`config.mk`:
```
export PLATFORM = sky130hd
export DESIGN_NAME = fifo_async_rd_fwft
export DESIGN_NICKNAME = d
export VERILOG_FILES = /design/src/rtl/fifo_async_rd_fwft.sv
export SDC_FILE = /design/constraint.sdc
export NUM_CORES = 1
export LEC_CHECK = 0
export ABC_AREA = 1
export CAP_MARGIN = 20
export CORE_MARGIN = 2
export CORE_UTILIZATION = 61
export CTS_BUF_LIST = sky130_fd_sc_hd__clkbuf_8
export DETAILED_ROUTE_END_ITERATION = 8
export MAX_ROUTING_LAYER = met4
export PLACE_DENSITY = 0.9
export SYNTH_ARGS = -nofsm -noshare
export SYNTH_HDL_FRONTEND = slang
export SYNTH_SLANG_ARGS = --single-unit
```
`constraint.sdc`:
```
create_clock -name RClk -period 7.9 [get_ports RClk]
set_input_delay 1.185 -clock RClk [delete_from_list [all_inputs] [get_ports RClk]]
set_output_delay 1.185 -clock RClk [all_outputs]
set_load 0.005 [all_outputs]
```
`src/rtl/fifo_async_rd_fwft.sv`:
```
// Read-side controller of the dual-clock FIFO: synchronises the writer's Gray pointer,
// fetches from the dual-port RAM and presents first-word-fall-through data with level flags.
module fifo_async_rd_fwft #(
  parameter int DATA_WIDTH  = 8,
  parameter int ADDR_WID    = 8,
  parameter int SYNC_STAGES = 2,
  parameter int AE_THRESH   = 4
) (
  input  logic                  RClk,
  input  logic                  PresetFull,
  input  logic                  rd_clear,
  input  logic [ADDR_WID:0]     wr_ptr_gray,
  output logic [ADDR_WID:0]     rd_ptr_gray,
  output logic                  ram_rd_en,
  output logic [ADDR_WID-1:0]   ram_rd_addr,
  input  logic [DATA_WIDTH-1:0] ram_rd_data,
  output logic [DATA_WIDTH-1:0] dout,
  output logic                  dout_valid,
  input  logic                  dout_ready,
  output logic                  empty,
  output logic                  almost_empty,
  output logic [ADDR_WID+1:0]   rd_level
);

  localparam int PW = ADDR_WID + 1;
  localparam int LW = ADDR_WID + 2;

  function automatic logic [PW-1:0] gray2bin(input logic [PW-1:0] g);
    logic [PW-1:0] b;
    b[PW-1] = g[PW-1];
    for (int i = PW - 2; i >= 0; i--) begin
      b[i] = b[i+1] ^ g[i];
    end
    return b;
  endfunction

  function automatic logic [PW-1:0] bin2gray(input logic [PW-1:0] b);
    return b ^ (b >> 1);
  endfunction

  // Write-pointer synchroniser chain
  logic [PW-1:0] sync_d   [SYNC_STAGES];
  logic [PW-1:0] sync_reg [SYNC_STAGES];

  for (genvar gi = 0; gi < SYNC_STAGES; gi++) begin : g_sync
    if (gi == 0) begin : g_first
      assign sync_d[gi] = wr_ptr_gray;
    end else begin : g_rest
      assign sync_d[gi] = sync_reg[gi-1];
    end

    always_ff @(posedge RClk or posedge PresetFull) begin
      if (PresetFull) begin
        sync_reg[gi] <= '0;
      end else begin
        sync_reg[gi] <= sync_d[gi];
      end
    end
  end

  logic [PW-1:0] wr_bin_s;
  logic [PW-1:0] wr_bin_next;
  assign wr_bin_s    = gray2bin(sync_reg[SYNC_STAGES-1]);
  assign wr_bin_next = gray2bin(sync_reg[SYNC_STAGES-2]);

  // Pointer and output-buffer state
  logic [PW-1:0]         rd_ptr_reg, rd_ptr_next;
  logic [PW-1:0]         rd_ptr_gray_reg;
  logic [DATA_WIDTH-1:0] dout_reg, dout_next;
  logic [DATA_WIDTH-1:0] skid_reg, skid_next;
  logic                  dout_valid_reg, dout_valid_next;
  logic                  skid_valid_reg, skid_valid_next;
  logic                  inflight_reg;
  logic                  empty_reg, almost_empty_reg;
  logic [LW-1:0]         rd_level_reg, rd_level_next;

  logic [PW-1:0] avail;
  logic [1:0]    occ, occ_next;
  logic          pop;
  logic          fetch;

  assign avail = wr_bin_s - rd_ptr_reg;
  assign occ   = {1'b0, dout_valid_reg} + {1'b0, skid_valid_reg} + {1'b0, inflight_reg};
  assign pop   = dout_valid_reg & dout_ready;
  // pop implies occ >= 1, so occ - pop cannot underflow
  assign fetch = (avail != '0) && ((occ - {1'b0, pop}) < 2'd2) && !rd_clear;

  always_comb begin
    dout_next       = dout_reg;
    skid_next       = skid_reg;
    dout_valid_next = dout_valid_reg;
    skid_valid_next = skid_valid_reg;
    rd_ptr_next     = rd_ptr_reg + {{(PW-1){1'b0}}, fetch};

    if (rd_clear) begin
      dout_valid_next = 1'b0;
      skid_valid_next = 1'b0;
      rd_ptr_next     = wr_bin_s;
    end else begin
      if (pop) begin
        dout_next       = skid_reg;
        dout_valid_next = skid_valid_reg;
        skid_valid_next = 1'b0;
      end
      // Returning RAM word lands in the first free slot, keeping FIFO order
      if (inflight_reg) begin
        if (!dout_valid_next) begin
          dout_next       = ram_rd_data;
          dout_valid_next = 1'b1;
        end else begin
          skid_next       = ram_rd_data;
          skid_valid_next = 1'b1;
        end
      end
    end

    occ_next      = {1'b0, dout_valid_next} + {1'b0, skid_valid_next} + {1'b0, fetch};
    rd_level_next = {1'b0, wr_bin_next - rd_ptr_next} + {{(LW-2){1'b0}}, occ_next};
  end

  always_ff @(posedge RClk or posedge PresetFull) begin
    if (PresetFull) begin
      rd_ptr_reg       <= '0;
      rd_ptr_gray_reg  <= '0;
      dout_reg         <= '0;
      skid_reg         <= '0;
      dout_valid_reg   <= 1'b0;
      skid_valid_reg   <= 1'b0;
      inflight_reg     <= 1'b0;
      empty_reg        <= 1'b1;
      almost_empty_reg <= 1'b1;
      rd_level_reg     <= '0;
    end else begin
      rd_ptr_reg       <= rd_ptr_next;
      rd_ptr_gray_reg  <= bin2gray(rd_ptr_reg);
      dout_reg         <= dout_next;
      skid_reg         <= skid_next;
      dout_valid_reg   <= dout_valid_next;
      skid_valid_reg   <= skid_valid_next;
      inflight_reg     <= fetch;
      empty_reg        <= !dout_valid_next;
      almost_empty_reg <= (rd_level_next <= LW'(AE_THRESH));
      rd_level_reg     <= rd_level_next;
    end
  end

  assign rd_ptr_gray  = rd_ptr_gray_reg;
  assign ram_rd_en    = fetch;
  assign ram_rd_addr  = rd_ptr_reg[ADDR_WID-1:0];
  assign dout         = dout_reg;
  assign dout_valid   = dout_valid_reg;
  assign empty        = empty_reg;
  assign almost_empty = almost_empty_reg;
  assign rd_level     = rd_level_reg;

endmodule

```
---- Word-level counts from Yosys, hierarchy flattened ----
Cells that the tools add are included.
operators by class
  $add $sub $neg .......................... 9
  multiply operators ...................... 0
  div/mod/pow operators ................... 0
  order comparisons ....................... 2
  equal/unequal tests ..................... 0
  shift operators ......................... 0
  mux-type cells .......................... 12
  bitwise logic cells ..................... 19
  reduce and logical (&&, ||, !) cells .... 6
operator list
  kind                                                                     number
  8-bit 2-to-1 mux                                                         3
  9-bit subtractor                                                         2
  1-bit XOR                                                                16
  9-bit by 2-bit adder with 10-bit output                                  1
  10-bit by 3-bit <= comparator with 1-bit output (second input constant)  1
  9-bit by 1-bit adder with 9-bit output                                   1
  9-bit 2-to-1 mux                                                         1
  9-bit nonzero test                                                       1
  9-bit by 8-bit XOR with 9-bit output                                     1
  1-bit 2-to-1 mux                                                         8
  1-bit by 1-bit adder with 2-bit output                                   2
  2-bit by 1-bit adder with 2-bit output                                   2
  3-bit AND reduction                                                      1
  1-bit logical AND                                                        2
  1-bit logical NOT                                                        2
  2-bit less-than comparator (second input constant)                       1
  2-bit by 1-bit subtractor with 2-bit output                              1
  1-bit bitwise AND                                                        1
  1-bit inverter                                                           1
storage, ports and cells
  bits in registers ....................... 67
  bits in latches ......................... 0
  memory bits (writable) .................. 0
  bits in read-only memories .............. 0
  input bits .............................. 21
  logic and storage cells ................. 60
  memories kept ........................... 0

---- Depth between registers and ports, before layout ----
  depth in word-level cells ............... 17
  gate-level depth with buffers ........... 47
  depth with buffers taken out ............ 47

---- Worst setup path after synthesis ----
OpenSTA, ideal clock, no wires.
  path kind ............................... input to register
  start ................................... in dout_ready
  end ..................................... reg almost_empty_reg, in the netlist almost_empty
  setup time .............................. 0.067 ns
  arrival ................................. 4.935 ns
  slack ................................... 2.898 ns
  cell stages on the path ................. 27
  cells stage by stage .................... nand2_1 -> clkbuf_1 -> inv_1 -> ha_1 -> inv_1 -> ha_1 -> a21oi_1 -> xnor2_1 -> nor2_1 -> nand2_1 -> inv_1 -> ha_1 -> nand2_1 -> nand2_1 -> ha_1 -> inv_1 -> fa_1 -> ha_1 -> fa_1 -> inv_1 -> nor2_1 -> nand2_2 -> xor2_1 -> nand2_1 -> nor2_1 -> nand3_1 -> nor2_1
between the ends
  word-level cells in the longest chain between the ends .. 10
  elaborated cells between the ends (all ways) .. 20
  those cells by class .................... add/sub (6); order compare (2); mux (9); bitwise (1); reduce/logical (2)
RTL lines
  what                                             RTL line  source
  from (decl)                                      19        input logic dout_ready,
  1-bit bitwise AND                                84        assign pop = dout_valid_reg & dout_ready;
  2-bit by 1-bit subtractor with 2-bit output      86        assign fetch = (avail != '0) && ((occ - {1'b0, pop}) < 2'd2) && !rd_clear;
  2-bit less-than comparator                       86
  1-bit logical AND (2 in series)                  86
  net ram_rd_en                                    14        output logic ram_rd_en,
  9-bit by 1-bit adder with 9-bit output           93        rd_ptr_next = rd_ptr_reg + {{(PW-1){1'b0}}, fetch};
  9-bit 2-to-1 mux                                 95        if (rd_clear) begin
  net rd_ptr_next[0]                               67        logic [PW-1:0] rd_ptr_reg, rd_ptr_next;
  9-bit subtractor                                 118       rd_level_next = {1'b0, wr_bin_next - rd_ptr_next} + {{(LW-2){1'b0}}, occ_next};
  9-bit by 2-bit adder with 10-bit output          118
  10-bit by 3-bit <= comparator with 1-bit output  142       almost_empty_reg <= (rd_level_next <= LW'(AE_THRESH));
  to (signal assigned)                             142
  to (decl)                                        74        logic empty_reg, almost_empty_reg;
The timed path passes the listed nets, and every way through them passes these cells. The select of a mux whose other input is x is not followed.
A chain may end at the register's enable or synchronous reset.

---- Worst setup path after layout ----
  start ................................... reg sync_reg[8] in the netlist's numbering
  end ..................................... reg almost_empty_reg, in the netlist almost_empty
between the ends
  word-level cells in the longest chain between the ends .. 17
  elaborated cells between the ends (all ways) .. 18
  those cells by class .................... add/sub (5); order compare (1); mux (1); bitwise (8); reduce/logical (3)
RTL lines
  what                                               RTL line  source
  from (decl)                                        43        logic [PW-1:0] sync_reg [SYNC_STAGES];
  from (signal, indexed assignment)                  56        sync_reg[gi] <= sync_d[gi];
  1-bit XOR (8 in series)                            32        b[i] = b[i+1] ^ g[i];
  9-bit subtractor                                   82        assign avail = wr_bin_s - rd_ptr_reg;
  9-bit nonzero test                                 86
  1-bit logical AND (2 in series)                    86
  9-bit by 1-bit adder with 9-bit output             93
  9-bit 2-to-1 mux                                   95
  9-bit subtractor                                   118
  9-bit by 2-bit adder with 10-bit output *          118
  10-bit by 3-bit <= comparator with 1-bit output *  142
Every way passes the cells marked *; elsewhere a longest branch is shown, timed or not.

==> results.py <==
metrics = {
    "finish": {
        "largest_register_ffs": 10,
        "syn2layout_area_growth_pct": 21.4,
        "fillers": 406,
        "diodes": 0,
        "final_util": 0.764,
        "instances_no_fill": 579,
        "stdcell_area_sq_mm": 0.00482,
        "drive_gt1_frac": 0.139,
        "layout.nets": 550,
    },
    "cts": {
        "clk_latency_ps": 350,
        "htree_levels": 3,
        "cts_hold_buf": 0,
        "clock_path_buffers": 2,
        "cts_buffers": 9,
        "cts_root_buf": "clkbuf_8",
        "post_cts_resized": 0,
        "tritoncts": "done",
        "cts_setup_buffers": 0,
        "cts.sink_count": 67,
        "path_clk_slew_ps": 70,
    },
    "yosys": {
        "synth-async-reset-ratio": 1.00,
        "ys_types": 38,
        "syn_area_sq_mm": 0.00397,
        "netlist_instances": 439,
        "synth_top_area_share": 0.409,
        "synth_edf_count": 0,
        "synthTopCellsByCount": "inv_1 (71), dfrtp_1 (65), nand2_1 (63)",
        "synth_flop_cell": "dfrtp_1",
        "seq_area_frac_synth": 0.423,
        "synth_seq_cells": 67,
        "synth_top_area_cell": "dfrtp_1",
        "synth.most_common_cell": "inv_1",
        "syn_avg_cell_area_sq_um": 9.05,
        "yosys_warnings": 0,
        "synth_nets": 492,
        "synthTopCellsByArea": "dfrtp_1 (41%), ha_1 (9.1%), inv_1 (6.7%)",
    },
    "worst_setup_path": {
        "worst-path-buf-inv": 5,
        "r2r_end": "almost_empty",
        "cp_max_fo": 6,
        "cp-end-kind": "register",
        "crit_top_cell": "nand2_1",
        "crit_arrival_ps": 5980,
        "rr_worst_depth": 41,
        "crit_start": "sync_reg[8]",
        "r2r_slack_ps": 2220,
        "cpMaxStageDelayCell": "dfrtp_1",
        "crit_required_ps": 8190,
        "start_kind": "register",
        "path_delay_family": "simple AND/OR/NAND/NOR gates",
        "slowest_delay_ps": 450,
        "worstReg2RegStart": "sync_reg[8]",
        "path_class": "reg2reg",
    },
    "global_routing": {
        "grt_pass1_wl_um": 14900,
        "grt_pass1_vias": 3224,
        "grt_max_degree": 68,
        "grt_antenna_before_repair": 0,
        "grt_usage": 0.275,
        "grt_overflow": 0,
    },
    "sta": {
        "rsz0062_at_grt": "false",
        "fin_setup_tns_ps": 0,
        "worstMarginPinSlew_ps": 807,
        "relSlewSlack": 0.462,
        "post-route-period-util": 0.720,
        "holdWs_ps": 407,
        "clock-skew-final_ps": 9.54,
        "fin_ws_ps": 2220,
        "slew_viol_final": 0,
        "finalHoldViolations": 0,
        "setup_violations": 0,
        "min_period_ps": 5680,
        "timing.fmax_mhz": 176,
    },
    "placed_design": {
        "dp_cells": 563,
        "hpwl_um": 6280,
        "placed_area_sq_mm": 0.00457,
        "place.gp.congestion": 0.927,
        "portBuffers": 59,
        "place_ws_ps": 2220,
    },
    "worst_hold_path": {
        "hold_depth": 0,
        "hold_end": "sync_reg[5]",
        "hp-start": "sync_d[5]",
        "hp-class": "reg2reg",
    },
    "route": {
        "drc_errors": 0,
        "met2_length_um": 4400,
        "postRouteAntennaNets": 0,
        "firstDrtPassIters": 7,
        "totalWireLength_um": 8690,
        "routed_via_density": 5.54,
        "wl_met3_um": 609,
        "detail_route.iter0.violations": 280,
        "vias": 3210,
        "wl_per_cell_um": 15.0,
        "drt-met1-wl_um": 3440,
        "top_layer": "met4",
    },
    "pwr": {
        "ir_worst_vdd_mv": 0.188,
        "p_total_mw": 1.37,
        "pwr_density_cell_mw_per_mm2": 283,
        "leakage_nw": 2.43,
    },
    "floorplanning": {
        "start_util": 0.629,
        "rows": 29,
        "dieHeight_um": 84.7,
        "pin_count": 60,
        "fp.dieW_um": 84.7,
        "dieArea_sq_mm": 0.00718,
        "core_area_sq_mm": 0.00631,
    },
    "run_status": {
        "outcome": "finished, final reports clean",
    },
    "run": {
        "maxCapViolations": 0,
    },
}
==> area by class of cell <==
class | instances | area, sq um | area share
Clock buffer | 10 | 138 | 0.0285
Sequential cell | 67 | 1680 | 0.348
Inverter | 77 | 289 | 0.0599
Multi-Input combinational cell | 282 | 1910 | 0.396
Timing Repair Buffer | 60 | 598 | 0.124
Tap cell | 77 | 96.3 | 0.0200
Clock inverter | 6 | 113 | 0.0233
==> worst register-to-register path: cells and delay by family (launching register included) <==
kind | cells | cell delay [ps]
adder cells (fa/ha/maj) | 4 | 1010
AO/OA/AOI/OAI | 5 | 990
XOR/XNOR | 2 | 350
AND/OR/NAND/NOR | 25 | 2420
flip-flops | 1 | 450
buffers and inverters | 5 | 400
==> how the worst max path moves through the flow <==
stage                         endpoint  slack [ps]  depth (start not counted)
after floorplan           almost_empty        2900                         27
after global placement    almost_empty        2370                         27
after detailed placement  almost_empty        2220                         27
after CTS                 almost_empty        2310                         40
after global routing      almost_empty        1670                         40
final                     almost_empty        2220                         41
==> report_power, final <==
group,total (mW),switching (mW),internal [mW]
clock,0.355,0.136,0.219
combinational,0.530,0.274,0.256
sequential,0.480,0.0514,0.429
total,1.37,0.461,0.904
==> layout by cell type, fill, tap and decap left out, types with 10 or more instances in the layout <==
master           instances
inv_1                   70
dfrtp_1                 65
nand2_1                 63
clkdlybuf4s50_1         59
nand3_1                 40
ha_1                    29
nor2_1                  23
o21ai_0                 20
a21oi_1                 17
xor2_1                  15
nand2_2                 12
clkbuf_8                10
==> cells by family (layout without fill, tap and decap cells) <==
family / after synthesis / in the layout / synth area share
simple gates: 166 / 166 / 0.224
buf+inv: 90 / 153 / 0.0963
flops: 67 / 67 / 0.423
compound gates: 55 / 55 / 0.0797
fa+ha+maj: 32 / 32 / 0.106
xor+xnor: 21 / 21 / 0.0482
mux: 8 / 8 / 0.0227
==> per-layer routing <==
metal	vias to the layer above	track usage
met2	135	0.442
met1	1514	0.324
met5	-	-
met4	0	0.123
met3	30	0.0747
li1	1531	-
Power figures use the tool's default switching activity.
